--- config.mk ---
export PLATFORM = sky130hd
export DESIGN_NAME = hazard_ctrl
export DESIGN_NICKNAME = d
export VERILOG_FILES = /design/src/rtl/hazard_ctrl.sv
export SDC_FILE = /design/constraint.sdc
export NUM_CORES = 1
export LEC_CHECK = 0
export BUFFER_PORTS_ARGS = -buffer_cell sky130_fd_sc_hd__buf_2
export CAP_MARGIN = 20
export CORE_MARGIN = 8
export CORE_UTILIZATION = 55
export CTS_CLUSTER_SIZE = 20
export DETAILED_ROUTE_END_ITERATION = 10
export PLACE_DENSITY = 0.79
export SLEW_MARGIN = 10
export SYNTH_ARGS = -nofsm -noshare
export SYNTH_HDL_FRONTEND = slang
export SYNTH_SLANG_ARGS = --single-unit
--- constraint.sdc ---
create_clock -name clk -period 4.8 [get_ports clk]
set_input_delay 0 -clock clk [delete_from_list [all_inputs] [get_ports clk]]
set_output_delay 0 -clock clk [all_outputs]
set_load 0.02 [all_outputs]
--- src/rtl/hazard_ctrl.sv ---
// Hazard controller: load-use stall, taken-branch flush and ecall halt for a
// pipeline whose state registers update on the falling clock edge.
module hazard_ctrl #(
  parameter int unsigned CNT_W = 32
) (
  input  logic             clk,
  input  logic             rst,
  input  logic [4:0]       d_rs1_index,
  input  logic [4:0]       d_rs2_index,
  input  logic             d_uses_rs1,
  input  logic             d_uses_rs2,
  input  logic [4:0]       e_rd_index,
  input  logic             e_wb_en,
  input  logic             e_wb_sel,
  input  logic             e_jb_taken,
  input  logic             e_ecall_sig,
  output logic             stall,
  output logic             fd_flush,
  output logic             de_flush,
  output logic             halt,
  output logic [CNT_W-1:0] stall_cnt,
  output logic [CNT_W-1:0] flush_cnt,
  output logic [CNT_W-1:0] cycle_cnt
);

  typedef enum logic {
    RUN  = 1'b0,
    HALT = 1'b1
  } state_t;

  state_t           state_q, state_d;
  logic             halt_q, halt_d;
  logic [CNT_W-1:0] stall_cnt_q, stall_cnt_d;
  logic [CNT_W-1:0] flush_cnt_q, flush_cnt_d;
  logic [CNT_W-1:0] cycle_cnt_q, cycle_cnt_d;
  logic             load_use_s;
  logic             run_s;

  function automatic logic [CNT_W-1:0] sat_inc(input logic [CNT_W-1:0] v, input logic en);
    if (en && (v != {CNT_W{1'b1}})) begin
      sat_inc = v + {{(CNT_W-1){1'b0}}, 1'b1};
    end else begin
      sat_inc = v;
    end
  endfunction

  // A bubble in D/E has wb_en=0, so it can never look like a pending load.
  assign load_use_s = e_wb_en & e_wb_sel & (e_rd_index != 5'd0) &
                      ((d_uses_rs1 & (d_rs1_index == e_rd_index)) |
                       (d_uses_rs2 & (d_rs2_index == e_rd_index)));
  assign run_s = (state_q == RUN);

  // Pipeline control strobes; a taken branch squashes the load-use stall.
  always_comb begin
    stall    = 1'b0;
    fd_flush = 1'b0;
    de_flush = 1'b0;
    if (!rst) begin
      stall    = 1'b0;
      fd_flush = 1'b0;
      de_flush = 1'b0;
    end else if (!run_s) begin
      stall    = 1'b1;
      fd_flush = 1'b1;
      de_flush = 1'b1;
    end else if (e_jb_taken) begin
      fd_flush = 1'b1;
      de_flush = 1'b1;
    end else if (load_use_s) begin
      stall    = 1'b1;
      de_flush = 1'b1;
    end else begin
      stall    = 1'b0;
    end
  end

  // Next-state and counter updates; everything freezes once halted.
  always_comb begin
    state_d     = state_q;
    halt_d      = halt_q;
    stall_cnt_d = stall_cnt_q;
    flush_cnt_d = flush_cnt_q;
    cycle_cnt_d = cycle_cnt_q;
    case (state_q)
      RUN: begin
        cycle_cnt_d = sat_inc(cycle_cnt_q, 1'b1);
        flush_cnt_d = sat_inc(flush_cnt_q, e_jb_taken);
        stall_cnt_d = sat_inc(stall_cnt_q, load_use_s & ~e_jb_taken);
        if (e_ecall_sig) begin
          state_d = HALT;
          halt_d  = 1'b1;
        end else begin
          state_d = RUN;
          halt_d  = 1'b0;
        end
      end
      HALT: begin
        state_d = HALT;
        halt_d  = 1'b1;
      end
      default: begin
        state_d = RUN;
        halt_d  = 1'b0;
      end
    endcase
  end

  // State registers share the falling edge with the pipeline registers.
  always_ff @(negedge clk or negedge rst) begin
    if (!rst) begin
      state_q     <= RUN;
      halt_q      <= 1'b0;
      stall_cnt_q <= {CNT_W{1'b0}};
      flush_cnt_q <= {CNT_W{1'b0}};
      cycle_cnt_q <= {CNT_W{1'b0}};
    end else begin
      state_q     <= state_d;
      halt_q      <= halt_d;
      stall_cnt_q <= stall_cnt_d;
      flush_cnt_q <= flush_cnt_d;
      cycle_cnt_q <= cycle_cnt_d;
    end
  end

  assign halt      = halt_q;
  assign stall_cnt = stall_cnt_q;
  assign flush_cnt = flush_cnt_q;
  assign cycle_cnt = cycle_cnt_q;

endmodule

==> results.tsv <==
metric	value	unit
setup_viol	0	
fp-row-count	33	
cp-end-kind	flop	
rsz0062_at_grt	no	
num_antenna_cells	0	
nets	591	
cp.required	2570	ps
dieArea	11700	sq um
rr_worst_depth	6	
async_flop_share	100	%
p_per_area	254	nW/um^2
start_util	56.8	%
worst_pin_slew	755	ps
drv_cap	0	
peakVddDrop	129	uV
cp.arrival	1880	ps
yosys_register_bits	97	
synth_top_area_cell	dfrtn_1	
clk_latency	340	ps
yosys-top-cells-area	dfrtn_1 (52%), xnor2_1 (11%), xor2_1 (7.7%)	
maxSlewHeadroom	49.5	%
post-route-drc-count	0	
cts.path.max_buffers	2	
status	finished clean	
syn_nets	462	
cp_max_fo	14	
area_growth	20.3	%
die_h	108	um
hold_viol_final	0	
first_pass_iters	4	
grt_pass1_wl	18400	um
synth-main-ff-cell	dfrtn_1	
cts_resized	0	
antenna_found_initial	0	
gp_congestion	0.838	
fin_setup_tns	0	ps
design.core.area	8260	sq um
cts.sinks	97	
hpwl	8480	um
vias	3780	
path_class	input port to flop	
grt_pass1_vias	3781	
synth_commonest_cells	dfrtn_1 (97), xnor2_1 (60), xor2_1 (41)	
io_buffers	122	
clkTransAtPathRegs	70	ps
htree_num_levels	3	
synth-warning-count	0	
drt-initial-drc-count	101	
post_drt_via_cell_ratio	5.60	
worstHoldPathCells	1	
skew	10.6	ps
yosysSeqAreaShare	51.8	%
syn_area	4690	sq um
ios	123	
leakagePower	2.96	nW
grt_usage	19.4	%
timing.hold.ws	432	ps
ant_nets	0	
synth.most_common_cell	dfrtn_1	
hp-class	flop to flop	
synth_edf_count	0	
synth.avg_cell_area	10.7	sq um
synth.distinct_cells	36	
drive_gt1_share	27.0	%
syn_inst	436	
drv_slew	0	
wl	11200	um
critPathLaunchType	input port	
wire_per_inst	16.5	um
cts_tree	done	
overflow	0	
clock-root-buffer	clkbuf_8	
postCtsSetupBuffers	0	
numCtsBuffers	9	
synth_top_area_share	51.8	%
hold_buffers	0	
fp.dieW	108	um
grt_max_degree	54	
metal layers:
layer	routed length (um)	track usage, %	vias to the layer above
met3	775	5.35	14
met4	148	5.87	0
met1	4710	24.3	1862
li1	-	-	1784
met2	5520	32.0	120
met5	0	0	-
logic make-up (layout without fill, tap and decap cells):
| group | count (synthesis) | count (layout) | synth area share (%) |
|---|---|---|---|
| multiplexers | 3 | 3 | 0.721 |
| AND/OR/NAND/NOR | 205 | 205 | 24.8 |
| XOR/XNOR | 101 | 101 | 18.9 |
| adder cells (fa/ha/maj) | 3 | 3 | 0.801 |
| flip-flops | 97 | 97 | 51.8 |
| AO/OA/AOI/OAI | 10 | 10 | 1.60 |
| buffers and inverters | 17 | 151 | 1.44 |
placed cells by master, fill, tap and decap left out, drive strengths merged:
master	instances
buf	124
dfrtn	97
xnor2	60
xor2	41
nand2	39
nand3	33
nand4	30
nor2	22
nor3	18
and3	14
nor4	13
inv	12
and4	11
clkbuf	10
and2	9
or3	4
nor3b	4
clkinv	4
mux2	3
a31oi	3
ha	3
or2	3
nor4b	2
or4	2
a21oi	2
o22ai	1
o311a	1
a21boi	1
nor2b	1
o21a	1
a311oi	1
bufinv	1
worst max-delay path: stages:
cell and delay, ps:
buf_2 120, xnor2_1 270, nand4_1 120, o22ai_1 290, nand4_1 360, buf_4 320, nor4_1 300, xor2_1 100
per-stage QoR:
step	power (mW)	setup WS (ps)	std cells	util (%)	cell area, sq um
2_1_floorplan	0.870	853	436	-	4690
3_3_place_gp	0.911	389	659	65.8	5430
3_5_place_dp	0.913	330	659	65.8	5430
4_1_cts	1.45	694	675	68.3	5640
5_1_grt	1.49	471	675	68.3	5640
6_report	1.43	688	675	68.3	5640
power by group:
part	total [mW]	switching, mW	leakage (nW)	internal, mW
registers	0.831	0.00505	1.32	0.826
logic	0.0650	0.0413	1.53	0.0236
clock network	0.538	0.281	0.107	0.257
final timing paths:
path / startpoint / to / slack (ps)
max: e_rd_index[3] / stall_cnt[13] / 690
min: flush_cnt[27] / flush_cnt[27] / 430
max reg2reg: flush_cnt[4] / flush_cnt[9] / 2310
min reg2reg: flush_cnt[27] / flush_cnt[27] / 430
max in group asynchronous: rst / stall_cnt[27] / 2130
min in group asynchronous: rst / cycle_cnt[9] / 1950
registers in the layout, summed over array words and instances, names as in the netlist:
name / flops
stall_cnt: 32
cycle_cnt: 32
flush_cnt: 32
halt: 1
cell type report:
cell class	count	area (sq um)
Clock inverter	6	66.3
Timing Repair Buffer	124	641
Sequential cell	97	2430
Inverter	11	41.3
Tap cell	105	131
Fill cell	660	2620
Clock buffer	10	138
Multi-Input combinational cell	322	2190
(Power assumes the default switching activity.)
